==> config.mk <==
export PLATFORM = sky130hd
export DESIGN_NAME = uart_initiator
export DESIGN_NICKNAME = d
export VERILOG_FILES = /design/src/rtl/uart_initiator.sv
export SDC_FILE = /design/constraint.sdc
export NUM_CORES = 1
export LEC_CHECK = 0
export BUFFER_PORTS_ARGS = -buffer_cell sky130_fd_sc_hd__buf_2
export CAP_MARGIN = 0
export CORE_MARGIN = 10
export CORE_UTILIZATION = 55
export CTS_CLUSTER_DIAMETER = 100
export DETAILED_ROUTE_END_ITERATION = 6
export PLACE_DENSITY = 0.76
export SYNTH_ARGS = -nofsm -noshare
export SYNTH_HDL_FRONTEND = slang
export SYNTH_HIERARCHICAL = 1
export SYNTH_SLANG_ARGS = --single-unit
==> constraint.sdc <==
create_clock -name iClk -period 3.2 [get_ports iClk]
set_clock_uncertainty 0.2 [all_clocks]
set_input_delay 0.16 -clock iClk [delete_from_list [all_inputs] [get_ports iClk]]
set_output_delay 0.16 -clock iClk [all_outputs]
set_load 0.005 [all_outputs]
==> src/rtl/uart_initiator.sv <==
// uart_initiator: sends an NBYTES word MSB byte first over UART, then gathers
// NBYTES reply bytes into oData, with a per-byte reply timeout.
// Optional reply-vs-sent comparison: define UART_INITIATOR_CHECK_EN.
// uart_tx / uart_rx are 8N1 serialisers at CLK_FREQ/BAUD_RATE clocks per bit.

module uart_tx #(
    parameter int CLK_FREQ  = 125_000_000,
    parameter int BAUD_RATE = 115_200
) (
    input  logic       clk,
    input  logic       rst,
    input  logic       start,
    input  logic [7:0] data,
    output logic       tx,
    output logic       busy,
    output logic       done
);
    localparam int DIV = CLK_FREQ / BAUD_RATE;
    localparam int CW  = $clog2(DIV) + 1;

    logic [9:0]    shift_q, shift_d;
    logic [CW-1:0] baud_q, baud_d;
    logic [3:0]    bits_q, bits_d;
    logic          busy_q, busy_d;
    logic          done_q, done_d;

    // Load start/data/stop on start, then shift one bit out per baud period
    always_comb begin
        shift_d = shift_q;
        baud_d  = baud_q;
        bits_d  = bits_q;
        busy_d  = busy_q;
        done_d  = 1'b0;
        if (!busy_q) begin
            if (start) begin
                shift_d = {1'b1, data, 1'b0};
                baud_d  = '0;
                bits_d  = 4'd10;
                busy_d  = 1'b1;
            end
        end else if (baud_q == CW'(DIV - 1)) begin
            baud_d  = '0;
            shift_d = {1'b1, shift_q[9:1]};
            bits_d  = bits_q - 4'd1;
            if (bits_q == 4'd1) begin
                busy_d = 1'b0;
                done_d = 1'b1;
            end
        end else begin
            baud_d = baud_q + CW'(1);
        end
    end

    // State registers; the shifter resets to all ones so the line idles high
    always_ff @(posedge clk or posedge rst) begin
        if (rst) begin
            shift_q <= '1;
            baud_q  <= '0;
            bits_q  <= '0;
            busy_q  <= 1'b0;
            done_q  <= 1'b0;
        end else begin
            shift_q <= shift_d;
            baud_q  <= baud_d;
            bits_q  <= bits_d;
            busy_q  <= busy_d;
            done_q  <= done_d;
        end
    end

    assign tx   = shift_q[0];
    assign busy = busy_q;
    assign done = done_q;
endmodule

module uart_rx #(
    parameter int CLK_FREQ  = 125_000_000,
    parameter int BAUD_RATE = 115_200
) (
    input  logic       clk,
    input  logic       rst,
    input  logic       rx,
    output logic [7:0] data,
    output logic       done
);
    localparam int DIV = CLK_FREQ / BAUD_RATE;
    localparam int CW  = $clog2(DIV) + 1;

    logic [1:0]    sync_q, sync_d;
    logic [CW-1:0] baud_q, baud_d;
    logic [3:0]    idx_q, idx_d;
    logic [7:0]    sh_q, sh_d;
    logic [7:0]    data_q, data_d;
    logic          busy_q, busy_d;
    logic          done_q, done_d;
    logic          rx_s;

    assign rx_s = sync_q[1];

    // Synchronise rx, find a start edge, sample each bit near its centre
    always_comb begin
        sync_d = {sync_q[0], rx};
        baud_d = baud_q;
        idx_d  = idx_q;
        sh_d   = sh_q;
        data_d = data_q;
        busy_d = busy_q;
        done_d = 1'b0;
        if (!busy_q) begin
            if (!rx_s) begin
                busy_d = 1'b1;
                baud_d = CW'(DIV / 2);
                idx_d  = '0;
            end
        end else if (baud_q == CW'(DIV - 1)) begin
            baud_d = '0;
            idx_d  = idx_q + 4'd1;
            if (idx_q == 4'd0) begin
                if (rx_s) busy_d = 1'b0;          // glitch, not a real start bit
            end else if (idx_q == 4'd9) begin
                busy_d = 1'b0;
                if (rx_s) begin                   // good stop bit
                    done_d = 1'b1;
                    data_d = sh_q;
                end
            end else begin
                sh_d = {rx_s, sh_q[7:1]};
            end
        end else begin
            baud_d = baud_q + CW'(1);
        end
    end

    // State registers
    always_ff @(posedge clk or posedge rst) begin
        if (rst) begin
            sync_q <= 2'b11;
            baud_q <= '0;
            idx_q  <= '0;
            sh_q   <= '0;
            data_q <= '0;
            busy_q <= 1'b0;
            done_q <= 1'b0;
        end else begin
            sync_q <= sync_d;
            baud_q <= baud_d;
            idx_q  <= idx_d;
            sh_q   <= sh_d;
            data_q <= data_d;
            busy_q <= busy_d;
            done_q <= done_d;
        end
    end

    assign data = data_q;
    assign done = done_q;
endmodule

module uart_initiator #(
    parameter int NBYTES         = 12,
    parameter int CLK_FREQ       = 125_000_000,
    parameter int BAUD_RATE      = 115_200,
    parameter int TIMEOUT_CYCLES = 125_000
) (
    input  logic                iClk,
    input  logic                iRstn,
    input  logic                iStart,
    input  logic [NBYTES*8-1:0] iData,
    input  logic                iRx,
    output logic                oTx,
    output logic [NBYTES*8-1:0] oData,
    output logic                oBusy,
    output logic                oDone,
    output logic                oTimeout,
    output logic                oMismatch
);
    localparam int W     = NBYTES * 8;
    localparam int CNT_W = $clog2(NBYTES) + 1;
    localparam int TMR_W = $clog2(TIMEOUT_CYCLES) + 1;

    typedef enum logic [2:0] {S_IDLE, S_TX, S_WAIT_TX, S_RX, S_DONE} state_t;

    state_t          state_q, state_d;
    logic [W-1:0]    tx_buf_q, tx_buf_d;
    logic [W-1:0]    rx_buf_q, rx_buf_d;
    logic [W-1:0]    data_q, data_d;
    logic [CNT_W-1:0] cnt_q, cnt_d;
    logic [TMR_W-1:0] timer_q, timer_d;
    logic            busy_q, busy_d;
    logic            done_q, done_d;
    logic            timeout_q, timeout_d;
    logic            finish;
    logic            tx_start, tx_busy, tx_done, rx_done;
    logic [7:0]      rx_byte;
    logic            uart_rst;
`ifdef UART_INITIATOR_CHECK_EN
    logic [W-1:0]    ref_q, ref_d;
    logic            mismatch_q, mismatch_d;
`endif

    assign uart_rst = ~iRstn;

    uart_tx #(.CLK_FREQ(CLK_FREQ), .BAUD_RATE(BAUD_RATE)) u_tx (
        .clk(iClk), .rst(uart_rst), .start(tx_start), .data(tx_buf_q[W-1 -: 8]),
        .tx(oTx), .busy(tx_busy), .done(tx_done)
    );

    uart_rx #(.CLK_FREQ(CLK_FREQ), .BAUD_RATE(BAUD_RATE)) u_rx (
        .clk(iClk), .rst(uart_rst), .rx(iRx), .data(rx_byte), .done(rx_done)
    );

    // Transaction sequencing; results are registered on the way into DONE
    always_comb begin
        state_d   = state_q;
        tx_buf_d  = tx_buf_q;
        rx_buf_d  = rx_buf_q;
        data_d    = data_q;
        cnt_d     = cnt_q;
        timer_d   = timer_q;
        busy_d    = busy_q;
        done_d    = 1'b0;
        timeout_d = timeout_q;
        finish    = 1'b0;
        tx_start  = 1'b0;
`ifdef UART_INITIATOR_CHECK_EN
        ref_d      = ref_q;
        mismatch_d = mismatch_q;
`endif
        case (state_q)
            S_IDLE: begin
                if (iStart) begin
                    tx_buf_d  = iData;
                    rx_buf_d  = '0;
                    cnt_d     = '0;
                    timeout_d = 1'b0;
                    busy_d    = 1'b1;
                    state_d   = S_TX;
`ifdef UART_INITIATOR_CHECK_EN
                    ref_d      = iData;
                    mismatch_d = 1'b0;
`endif
                end
            end
            S_TX: begin
                if ((cnt_q < CNT_W'(NBYTES)) && !tx_busy) begin
                    tx_start = 1'b1;
                    tx_buf_d = tx_buf_q << 8;
                    cnt_d    = cnt_q + CNT_W'(1);
                    state_d  = S_WAIT_TX;
                end
            end
            S_WAIT_TX: begin
                if (tx_done) begin
                    if (cnt_q == CNT_W'(NBYTES)) begin
                        cnt_d   = '0;
                        timer_d = '0;
                        state_d = S_RX;
                    end else begin
                        state_d = S_TX;
                    end
                end
            end
            S_RX: begin
                // A byte arriving on the expiry cycle takes priority over the timeout
                if (rx_done) begin
                    rx_buf_d = (rx_buf_q << 8) | W'(rx_byte);
                    cnt_d    = cnt_q + CNT_W'(1);
                    timer_d  = '0;
                    if (cnt_q == CNT_W'(NBYTES - 1)) finish = 1'b1;
                end else if (timer_q == TMR_W'(TIMEOUT_CYCLES - 1)) begin
                    timeout_d = 1'b1;
                    finish    = 1'b1;
                end else if (timer_q != {TMR_W{1'b1}}) begin
                    timer_d = timer_q + TMR_W'(1);
                end
                if (finish) begin
                    data_d  = rx_buf_d;
                    done_d  = 1'b1;
                    busy_d  = 1'b0;
                    state_d = S_DONE;
`ifdef UART_INITIATOR_CHECK_EN
                    mismatch_d = (rx_buf_d != ref_q) || timeout_d;
`endif
                end
            end
            S_DONE:  state_d = S_IDLE;
            default: state_d = S_IDLE;
        endcase
    end

    // FSM and datapath registers
    always_ff @(posedge iClk or negedge iRstn) begin
        if (!iRstn) begin
            state_q   <= S_IDLE;
            tx_buf_q  <= '0;
            rx_buf_q  <= '0;
            data_q    <= '0;
            cnt_q     <= '0;
            timer_q   <= '0;
            busy_q    <= 1'b0;
            done_q    <= 1'b0;
            timeout_q <= 1'b0;
`ifdef UART_INITIATOR_CHECK_EN
            ref_q      <= '0;
            mismatch_q <= 1'b0;
`endif
        end else begin
            state_q   <= state_d;
            tx_buf_q  <= tx_buf_d;
            rx_buf_q  <= rx_buf_d;
            data_q    <= data_d;
            cnt_q     <= cnt_d;
            timer_q   <= timer_d;
            busy_q    <= busy_d;
            done_q    <= done_d;
            timeout_q <= timeout_d;
`ifdef UART_INITIATOR_CHECK_EN
            ref_q      <= ref_d;
            mismatch_q <= mismatch_d;
`endif
        end
    end

    assign oData    = data_q;
    assign oBusy    = busy_q;
    assign oDone    = done_q;
    assign oTimeout = timeout_q;
`ifdef UART_INITIATOR_CHECK_EN
    assign oMismatch = mismatch_q;
`else
    assign oMismatch = 1'b0;
`endif
endmodule

==> results_dict.tcl <==
set metrics [dict create \
    r2r_start "u_rx/done$_DFF_PP0_" \
    tns_ns 0 \
    finalNonFillerCells 2148 \
    fmax_ghz 0.3716 \
    layout.nets 1822 \
    fin_ws_ns 0.5090 \
    gr-usage-all-layers_pct 21.80 \
    yosys_register_bits 380 \
    mostFrequentLayoutCell "dfrtp_1" \
    drt-initial-drc-count 804 \
    final_cell_mix "dfrtp_1 (368), buf_2 (198), mux2_2 (188)" \
    setup_viol 0 \
    ys_warn_count 6 \
    rsz0062_at_grt "false" \
    grt_pass1_vias 12960 \
    vias 12530 \
    die-area_um2 39350 \
    synthDistinctLibCells 70 \
    dpl.hpwl_um 26860 \
    critPathCapture "oData[74]$_DFFE_PN0P_" \
    cts-buffers-inserted 40 \
    tightest_slew_ns 1.047 \
    cts_max_path_buffers 3 \
    r2r_end "oData[74]$_DFFE_PN0P_" \
    cp-end-kind "register" \
    period_minus_slack_ns 2.691 \
    detail-route-antenna-nets 0 \
    dp_slack_ns 0.5581 \
    async_flop_share_pct 100.0 \
    grt_pass1_wl_um 69850 \
    numPortBuffers 199 \
    crit_path_start_kind "register" \
    critPathMaxFanout 58 \
    ios 201 \
    routed-wl-met2_um 20210 \
    ctsHoldBuffers 99 \
    totalWireLength_um 42810 \
    initial_utilization_pct 55.59 \
    timing.final.crit_share_pct 84.09 \
    insertion_delay_ns 0.54 \
    maxUsedRoutingLayer "met4" \
    ir_worst_vdd_mv 0.3678 \
    maxCapViolCount 0 \
    row_count 65 \
    drc 0 \
    antenna_found_initial 4 \
    grt_max_degree 191 \
    synthCells 1448 \
    cts_resized 0 \
    gp_congestion 0.8840 \
    post_cts_buffers 0 \
    area.growth.synth_to_final_pct 20.57 \
    synth_edf_count 0 \
    reg2reg_depth 4 \
    crit_type "reg -> reg" \
    ff2ff_setup_slack_ns 0.51 \
    final_layout_size_suffix_gt1_share_pct 30.31 \
    clockRootBuffer "clkbuf_16" \
    synth_top_flop_cell "dfrtp_1" \
    synth_seq_area_share_pct 54.43 \
    synth_area_um2 17500 \
    cts_tree "yes" \
    hold_class "in -> reg" \
    clk_pin_slew_ns 0.06 \
    synth_nets 1560 \
    grt_overflow 0 \
    met3_length_um 2490 \
    power_density_nw_per_um2 474.4 \
    final_util_pct 67.02 \
    finalHoldViolations 0 \
    avgRoutedWirePerCell_um 19.93 \
    cp-startpoint "u_rx/done$_DFF_PP0_" \
    post-place-cells 1971 \
    cp.arrival_ns 2.90 \
    synth.avg_cell_area_um2 12.08 \
    die_w_um 198.4 \
    h-tree-depth 2 \
    worstPathRequired_ns 3.41 \
    die_y_um 198.4 \
    cts.sinks 380 \
    drt_pass1_iterations 5 \
    core_area_um2 31470 \
    status "finished, final reports clean" \
    vias_per_cell 5.833 \
    slew_headroom_pct 30.21 \
    wl_met1_um 18660 \
    final-max-slew-violation-count 0 \
    leakage_nw 10.83 \
]
==> Yosys cell counts, drive strengths merged, types with 2 or more instances <==
| library cell | n | share of area, % |
|---|---|---|
| and3 | 9 | 0.32 |
| dfstp | 11 | 1.7 |
| a41oi | 2 | 0.10 |
| o22ai | 11 | 0.43 |
| and2 | 3 | 0.11 |
| nand2b | 7 | 0.25 |
| nor4 | 6 | 0.25 |
| xor2 | 5 | 0.25 |
| dfrtp | 369 | 53 |
| a31oi | 15 | 0.54 |
| o31ai | 14 | 0.68 |
| or4 | 6 | 0.26 |
| a211oi | 3 | 0.16 |
| o31a | 2 | 0.10 |
| o21ai | 116 | 3.3 |
| ha | 12 | 0.86 |
| nor2b | 3 | 0.11 |
| a22o | 99 | 5.0 |
| nor3 | 18 | 0.64 |
| nor4b | 4 | 0.39 |
| o211ai | 3 | 0.13 |
| or3 | 8 | 0.34 |
| o41ai | 5 | 0.25 |
| clkbuf | 53 | 1.2 |
| nor2 | 18 | 0.52 |
| mux2 | 209 | 14 |
| a21o | 15 | 0.64 |
| mux2i | 93 | 5.3 |
| nand2 | 140 | 3.0 |
| a2bb2oi | 2 | 0.10 |
| and4 | 3 | 0.15 |
| nand3 | 41 | 1.2 |
| nand4 | 20 | 0.89 |
| buf | 47 | 2.1 |
| a21oi | 28 | 0.80 |
| inv | 34 | 0.73 |
==> sequential cells by signal, indices dropped and copies added, names as in the netlist, 2 cells and up <==
register and count:
timer_q 18, tx_buf_q 96, u_rx/data 8, u_rx/idx_q 4, u_tx/baud_q 12, u_tx/shift_q 9, cnt_q 5, u_tx/bits_q 4
state_q 3, u_rx/sync_q 2, oData 96, u_rx/baud_q 12, rx_buf_q 96, u_rx/sh_q 8
==> report_power, final <==
part	leakage (nW)	internal [W]	total, W	switching (W)
clock	0.656	0.00283	0.00475	0.00192
sequential	5.12	0.00487	0.00490	0.0000381
combinational	5.06	0.000170	0.000356	0.000186
==> cells by family (layout without fill, tap and decap cells) <==
kind of cell    count (synthesis)  in the layout  synth area share, %
compound gates                320            320                12.46
xor+xnor                        6              6               0.3003
fa+ha+maj                      12             12               0.8581
buf+inv                       134            428                3.940
flops                         380            380                54.43
mux                           302            302                19.20
other cells                     1              5              0.02143
simple gates                  293            293                8.796
==> stage by stage <==
stage          hold slack (ns)  cell area, um^2  total power (W)
4_1_cts                0.06336            21090          0.01010
3_5_place_dp           0.07632            18740         0.005243
2_1_floorplan          -0.3356            17500         0.005056
5_1_grt                0.08369            21100          0.01034
3_3_place_gp           0.07786            18740         0.005234
6_report               0.07550            21100          0.01001
==> critical path, stage by stage, from the launching register on <==
cell and delay (ns):
dfrtp_4 0.41, buf_4 0.49, buf_4 0.73, mux2_2 0.43, mux2_4 0.26
==> area by class of cell <==
| cell class | count | area [um^2] |
|---|---|---|
| sequential | 380 | 9527 |
| tap | 402 | 503.0 |
| multi-input combinational | 934 | 7315 |
| timing repair buffer | 320 | 2262 |
| inverter | 34 | 127.6 |
| fill | 2205 | 10380 |
| clock inverter | 14 | 205.2 |
| antenna | 4 | 10.01 |
| clock buffer | 60 | 1146 |
==> worst min path at each step <==
stage | startpoint | endpoint | cells past startpoint
6_report | iRx | u_rx/sync_q[0]$_DFF_PP1_ | 2
5_1_grt | iRx | u_rx/sync_q[0]$_DFF_PP1_ | 2
4_1_cts | iRx | u_rx/sync_q[0]$_DFF_PP1_ | 2
3_5_place_dp | iRx | u_rx/sync_q[0]$_DFF_PP1_ | 1
3_3_place_gp | iRx | u_rx/sync_q[0]$_DFF_PP1_ | 1
2_1_floorplan | iRstn | cnt_q[0]$_DFFE_PN0P_ | 0
==> per-layer routing <==
layer / up-vias / global-route usage [%]
li1: 5818 / -
met4: 0 / 8.542
met2: 358 / 34.53
met3: 100 / 4.447
met5: - / 0
met1: 6253 / 28.88
Power figures use the tool's default switching activity.
